### config.mk
export PLATFORM = sky130hd
export DESIGN_NAME = game_state_controller
export DESIGN_NICKNAME = d
export VERILOG_FILES = /design/src/rtl/game_state_controller.sv
export SDC_FILE = /design/constraint.sdc
export NUM_CORES = 1
export LEC_CHECK = 0
export ABC_AREA = 1
export BUFFER_PORTS_ARGS = -buffer_cell sky130_fd_sc_hd__buf_4
export CELL_PAD_IN_SITES_DETAIL_PLACEMENT = 0
export CELL_PAD_IN_SITES_GLOBAL_PLACEMENT = 1
export CORE_UTILIZATION = 37
export DETAILED_ROUTE_END_ITERATION = 8
export PLACE_DENSITY_LB_ADDON = 0.08
export SYNTH_ARGS = -nofsm -noshare
export SYNTH_HDL_FRONTEND = slang
export SYNTH_SLANG_ARGS = --single-unit
### constraint.sdc
create_clock -name clk -period 1.84 [get_ports clk]
set_input_delay 0.368 -clock clk [delete_from_list [all_inputs] [get_ports clk]]
set_output_delay 0.368 -clock clk [all_outputs]
set_load 0.1 [all_outputs]
### src/rtl/game_state_controller.sv
// Number-guessing game controller.
// A round starts on a submit event in IDLE, latching random_n as the secret
// target. Each later event compares guess against the target, reports
// too low / too high / correct on hint, and counts down tries_left. The round
// ends in WIN or LOSE; one more event returns to IDLE.
// Ports:
//   clk          - clock, rising edge
//   master_reset - synchronous active-high reset
//   submit       - player button (level); only a rising edge is an event
//   random_n     - free-running random value, latched at round start
//   guess        - player guess, sampled on an event
//   state        - FSM state code (IDLE=0, GUESS=1, WIN=2, LOSE=3)
//   hint         - 00 none, 01 too low, 10 too high, 11 correct
//   tries_left   - guesses remaining in the round
//   score        - rounds won since reset, saturating
//   over         - high in WIN or LOSE
module game_state_controller #(
   parameter int unsigned N_WIDTH   = 4,
   parameter int unsigned MAX_TRIES = 7,
   parameter int unsigned SCORE_W   = 8
) (
   input  logic               clk,
   input  logic               master_reset,
   input  logic               submit,
   input  logic [N_WIDTH-1:0] random_n,
   input  logic [N_WIDTH-1:0] guess,
   output logic [2:0]         state,
   output logic [1:0]         hint,
   output logic [7:0]         tries_left,
   output logic [SCORE_W-1:0] score,
   output logic               over
);

   localparam logic [2:0] S_IDLE  = 3'd0;
   localparam logic [2:0] S_GUESS = 3'd1;
   localparam logic [2:0] S_WIN   = 3'd2;
   localparam logic [2:0] S_LOSE  = 3'd3;

   localparam logic [1:0] H_NONE = 2'b00;
   localparam logic [1:0] H_LOW  = 2'b01;
   localparam logic [1:0] H_HIGH = 2'b10;
   localparam logic [1:0] H_HIT  = 2'b11;

   localparam logic [7:0]         TRIES_INIT = 8'(MAX_TRIES);
   localparam logic [SCORE_W-1:0] SCORE_MAX  = '1;

   logic               submit_q;
   logic               armed;
   logic               evt;
   logic [N_WIDTH-1:0] target;

   logic [2:0]         state_nxt;
   logic [1:0]         hint_nxt;
   logic [7:0]         tries_nxt;
   logic [SCORE_W-1:0] score_nxt;
   logic [N_WIDTH-1:0] target_nxt;

   // armed blocks a button that was already held through reset from firing
   // until it has been seen low once.
   assign evt  = submit & ~submit_q & armed;
   assign over = (state == S_WIN) || (state == S_LOSE);

   // Edge detector and arming flag.
   always_ff @(posedge clk) begin
      if (master_reset) begin
         submit_q <= 1'b0;
         armed    <= ~submit;
      end else begin
         submit_q <= submit;
         if (!submit) armed <= 1'b1;
      end
   end

   // State and datapath registers.
   always_ff @(posedge clk) begin
      if (master_reset) begin
         state      <= S_IDLE;
         hint       <= H_NONE;
         tries_left <= 8'd0;
         score      <= '0;
         target     <= '0;
      end else begin
         state      <= state_nxt;
         hint       <= hint_nxt;
         tries_left <= tries_nxt;
         score      <= score_nxt;
         target     <= target_nxt;
      end
   end

   // Next-state and next-value logic; everything holds without an event.
   always_comb begin
      state_nxt  = state;
      hint_nxt   = hint;
      tries_nxt  = tries_left;
      score_nxt  = score;
      target_nxt = target;
      case (state)
         S_IDLE: begin
            if (evt) begin
               target_nxt = random_n;
               tries_nxt  = TRIES_INIT;
               hint_nxt   = H_NONE;
               state_nxt  = S_GUESS;
            end
         end
         S_GUESS: begin
            if (evt) begin
               if (guess == target) begin
                  hint_nxt  = H_HIT;
                  state_nxt = S_WIN;
                  if (score != SCORE_MAX) score_nxt = score + SCORE_W'(1);
               end else begin
                  hint_nxt = (guess < target) ? H_LOW : H_HIGH;
                  // <= 1 rather than == 1 so a zero count can never wrap.
                  if (tries_left <= 8'd1) begin
                     tries_nxt = 8'd0;
                     state_nxt = S_LOSE;
                  end else begin
                     tries_nxt = tries_left - 8'd1;
                  end
               end
            end
         end
         S_WIN, S_LOSE: begin
            if (evt) begin
               hint_nxt  = H_NONE;
               state_nxt = S_IDLE;
            end
         end
         default: state_nxt = S_IDLE;
      endcase
   end

endmodule

Yosys cells after proc, flatten, opt, wreduce, memory -nomap -nowiden
Index checks and enable logic that the tools add are counted.
{"block": "op_classes", "shift": 0, "n_addsub": 2, "magnitude_cmp": 2, "div_mod_pow": 0, "reduce_logical": 11, "multipliers": 0, "n_bitwise": 4, "n_eq_ne": 12, "mux": 18}
{"op": "two-way mux 8 bit", "n": 4}
{"op": "one-hot mux 8 bit (2 select lines)", "n": 1}
{"op": "two-way mux 3 bit", "n": 5}
{"op": "AND reduction 4 bit", "n": 3}
{"op": "inequality test 2 bit (second input constant)", "n": 5}
{"op": "one-hot mux 3 bit (3 select lines)", "n": 1}
{"op": "adder 8 x 1 -> 8 bit (second input constant)", "n": 1}
{"op": "<= comparator 8 x 1 -> 1 bit (second input constant)", "n": 1}
{"op": "two-way mux 2 bit", "n": 4}
{"op": "inequality test 8 bit (second input constant)", "n": 1}
{"op": "subtractor 8 x 1 -> 8 bit (second input constant)", "n": 1}
{"op": "equality test 3 x 2 -> 1 bit (second input constant)", "n": 2}
{"op": "equality test 4 bit", "n": 1}
{"op": "less-than comparator 4 bit", "n": 1}
{"op": "one-hot mux 2 bit (2 select lines)", "n": 1}
{"op": "nonzero test 2 bit", "n": 2}
{"op": "equality test 3 x 1 -> 1 bit (second input constant)", "n": 1}
{"op": "logical NOT 3 bit", "n": 1}
{"op": "inequality test 3 bit (second input constant)", "n": 1}
{"op": "AND reduction 3 bit", "n": 1}
{"op": "OR reduction 3 bit", "n": 1}
{"op": "AND 1 bit", "n": 2}
{"op": "two-way mux 1 bit", "n": 2}
{"op": "inequality test 2 x 1 -> 1 bit (second input constant)", "n": 1}
{"op": "4 further kinds", "n": 5}
{"block": "totals", "n_memories": 0, "wordCells": 56, "reg_bits": 27, "mem_bits_rw": 0, "out_inout_bits": 22, "latch_bits": 0, "romBits": 0}

Logic depth before layout (Yosys ltp)
{"block": "depth", "ltp_word": 5, "mapped_depth": 11, "mapped_depth_nobuf": 11}

Least setup slack after synthesis
No wires, ideal clock.
{"block": "synth_path", "kind": "register -> register", "startpoint": "reg tries_left[0]", "endpoint": "reg tries_left[6]", "n_path_buf": 0, "slack_ns": -0.212, "path_stages_with_launch": 12, "required_ns": 1.770, "t_arrival_ns": 1.982, "cell_sequence": "dfxtp_1 > inv_1 > ha_1 > inv_1 > nand2_1 > nand2_1 > nor2_2 > inv_1 > nand2_1 > nand2_1 > nand2_2 > a21oi_1"}
{"block": "synth_via", "elab_chain_len": 5, "elab_cells_between_ends": 6, "classes_between": "add/sub: 1; order compare: 1; mux: 4"}
{"element": "start, declared", "line": "29", "source": "output logic [7:0] tries_left,"}
{"element": "start signal, assigned", "line": "85", "source": "tries_left <= tries_nxt;"}
{"element": "subtractor 8 x 1 -> 8 bit or <= comparator 8 x 1 -> 1 bit (tied branches)", "line": "120, 116"}
{"element": "two-way mux 8 bit *", "line": "116", "source": "if (tries_left <= 8'd1) begin"}
{"element": "two-way mux 8 bit *", "line": "109", "source": "if (guess == target) begin"}
{"element": "two-way mux 8 bit *", "line": "108", "source": "if (evt) begin"}
{"element": "one-hot mux 8 bit (2 select lines) *", "line": "98", "source": "case (state)"}
Mark *: on every way between the ends. The rest lies on a longest branch, timed or not. The select of a mux whose other input is x is not followed.
A chain may end at the register's enable or synchronous reset.

Final worst setup path
{"block": "layout_path", "startpoint": "reg target[3]", "endpoint": "reg tries_left[6]"}
{"block": "layout_via", "elab_chain_len": 3}
{"element": "start, declared", "line": "50", "source": "logic [N_WIDTH-1:0] target;"}
{"element": "start signal, assigned", "line": "87", "source": "target <= target_nxt;"}
{"element": "equality test 4 bit", "line": "109"}
{"element": "inequality test 2 bit (no source line)"}
{"element": "AND reduction 4 bit (no source line)"}
No other way between the ends.

==> flow_metrics.tcl <==
set metrics [dict create \
    status "finished clean" \
    drv_cap 0 \
    portBuffers 31 \
    power_density_nw_per_um2 845.9 \
    post-route-drc-count 0 \
    fin_setup_tns_ns 0 \
    wl_met2_um 1353 \
    synth_area_um2 1460 \
    clk_path_buf_depth 2 \
    cts-root-buf "clkbuf_8" \
    gp_congestion 0.8448 \
    synth-seq-area-share_pct 36.33 \
    routed_wl_um 3094 \
    fin_crit_ns 1.599 \
    ys_ff_latch 26 \
    yosys-top-cells-area "dfxtp_1 34%, nand2_1 12%, inv_1 8.2%" \
    clkSinkCount 26 \
    final_nets 260 \
    place_worst_setup_slack_ns 0.1147 \
    first_iter_violations 42 \
    routedLengthMet1_um 1563 \
    clk_latency_ns 0.28 \
    mostFrequentLayoutCell "nand2_1" \
    total_power_mw 1.530 \
    antenna_cells 0 \
    grt_pass1_vias 1229 \
    wl_met3_um 117 \
    postCtsSetupBuffers 0 \
    cts_tree "done" \
    cts_buffers 3 \
    fin_crit_sh_pct 86.89 \
    grt_max_degree 16 \
    netlist.area_leader.share_pct 34.28 \
    areaGrowthSynthToFinish_pct 23.91 \
    crit_path_start_kind "flip-flop" \
    worst-endpoint-arrival_ns 1.82 \
    antenna_found_initial 0 \
    ant_nets 0 \
    layout_common_cells "48 x nand2_1, 32 x inv_1, 32 x buf_4" \
    fillers 387 \
    die_w_um 64.82 \
    drive_gt1_share_pct 24.07 \
    dpl_cell_area_um2 1738 \
    path_clk_slew_ns 0.10 \
    end_kind "flip-flop" \
    avgSynthCellArea_um2 6.953 \
    required_ns 2.06 \
    syn_nets 228 \
    finClkSkew_ns 0.003708 \
    finalInstanceArea_um2 1809 \
    ys_types 29 \
    crit_path_max_fanout 7 \
    via_count 1335 \
    avgViaCountPerCell 4.619 \
    max_freq_mhz 625.5 \
    core.rowCount 22 \
    die_h_um 64.82 \
    grt-ovfl-total 0 \
    power_leakage_nw 0.8611 \
    critPathKind "flip-flop to flip-flop" \
    grtUsageTotal_pct 16.79 \
    yosysTopAreaCell "dfxtp_1" \
    initial_core_util_pct 39.29 \
    h-tree-depth 1 \
    cts_resized 0 \
    io_pins 33 \
    peakVddDrop_uv 390.1 \
    hold_viol_final 0 \
    hold_class "input port to flip-flop" \
    top_layer_used "met4" \
    worst_slack_ns 0.2412 \
    core_um2 3716 \
    finalSetupViolations 0 \
    yosysWarnings 0 \
    rsz0062_at_grt "no" \
    post_drt_wl_per_cell_um 10.71 \
    hpwlAfterDp_um 2343 \
    grt_pass1_wl_um 5395 \
    dieArea_um2 4202 \
    dr.pass1.iters 4 \
    cts_hold_buf 0 \
    syn_inst 210 \
    slew_violations 0 \
]
-- power by group --
| part | total (mW) | internal (mW) | leakage, nW | switching [mW] |
|---|---|---|---|---|
| logic | 0.412 | 0.113 | 0.609 | 0.298 |
| clock network | 0.495 | 0.292 | 0.0357 | 0.203 |
| registers | 0.624 | 0.597 | 0.217 | 0.0267 |
| total | 1.53 | 1.00 | 0.861 | 0.528 |
-- logic make-up (layout without fill, tap and decap cells) --
logic type      after synthesis  in the layout  share of synthesized area [%]
fa+ha+maj                     7              7                          5.998
buf+inv                      39             70                          10.97
compound gates               32             32                          11.40
simple gates                 99             99                          31.45
other cells                   1              1                         0.2568
flops                        26             26                          36.33
xor+xnor                      6              6                          3.599
-- area by class of cell --
class | instances | area (µm²) | share of cell area, %
Multi-Input combinational cell | 145 | 769.5 | 42.53
Tap cell | 48 | 60.06 | 3.319
Clock buffer | 3 | 41.29 | 2.282
Clock inverter | 1 | 30.03 | 1.660
Inverter | 34 | 127.6 | 7.054
Timing Repair Buffer | 32 | 240.2 | 13.28
Sequential cell | 26 | 540.5 | 29.88
-- flip-flops by register name (all words and copies together), names as in the netlist --
signal / cells
score: 8
tries_left: 8
target: 4
hint: 2
state: 2
armed: 1
submit_q: 1
-- worst max-delay path, cell delays in order (launching register included) --
cell	delay [ns]
dfxtp_1	0.32
inv_1	0.05
ha_1	0.30
nand2_2	0.08
nor2_4	0.15
nand2_1	0.14
nand2_4	0.12
inv_2	0.07
nand2_1	0.10
nand2_2	0.08
a21oi_1	0.13
-- per-stage QoR --
stage	utilization [%]	hold WS, ns	std cells
after floorplan	-	0.4328	210
after CTS	48.69	0.3240	289
after detailed placement	46.77	0.4600	285
final	48.69	0.3292	289
after global routing	48.69	0.3412	289
after global placement	46.77	0.4471	285
-- synth_stat cells --
| cell type | n |
|---|---|
| nand2_1 | 48 |
| inv_1 | 32 |
| dfxtp_1 | 25 |
| nor2_1 | 24 |
| a21oi_1 | 19 |
| o21ai_0 | 11 |
| nand3_1 | 9 |
| ha_1 | 7 |
| nor3_1 | 4 |
| xor2_1 | 4 |
| nand2_2 | 3 |
| nor2_4 | 3 |
| inv_2 | 2 |
| nand4_1 | 2 |
| nor2_2 | 2 |
| xnor2_1 | 2 |
| buf_2 | 1 |
| buf_4 | 1 |
| buf_6 | 1 |
| clkbuf_1 | 1 |
| clkbuf_2 | 1 |
| conb_1 | 1 |
| edfxtp_1 | 1 |
| nand2_4 | 1 |
| nand3_2 | 1 |
| nand3_4 | 1 |
| nand3b_1 | 1 |
| o21ai_2 | 1 |
| o21bai_1 | 1 |
-- worst paths after layout --
path	startpoint	end	slack (ns)	depth (start not counted)
worst max register to register	target[3]$_SDFFE_PP0P_	tries_left[6]$_SDFFE_PP0P_	0.24	10
worst min register to register	target[3]$_SDFFE_PP0P_	target[3]$_SDFFE_PP0P_	0.47	2
worst min-delay path	submit	submit_q$_SDFF_PP0_	0.33	3
worst max-delay path	target[3]$_SDFFE_PP0P_	tries_left[6]$_SDFFE_PP0P_	0.24	10
-- metal layers --
| layer | GRT usage, % | vias up |
|---|---|---|
| met2 | 27.47 | 23 |
| met4 | 8.333 | 0 |
| met5 | 0 | - |
| met3 | 2.641 | 5 |
| met1 | 21.18 | 592 |
| li1 | - | 715 |
(Power assumes the default switching activity.)
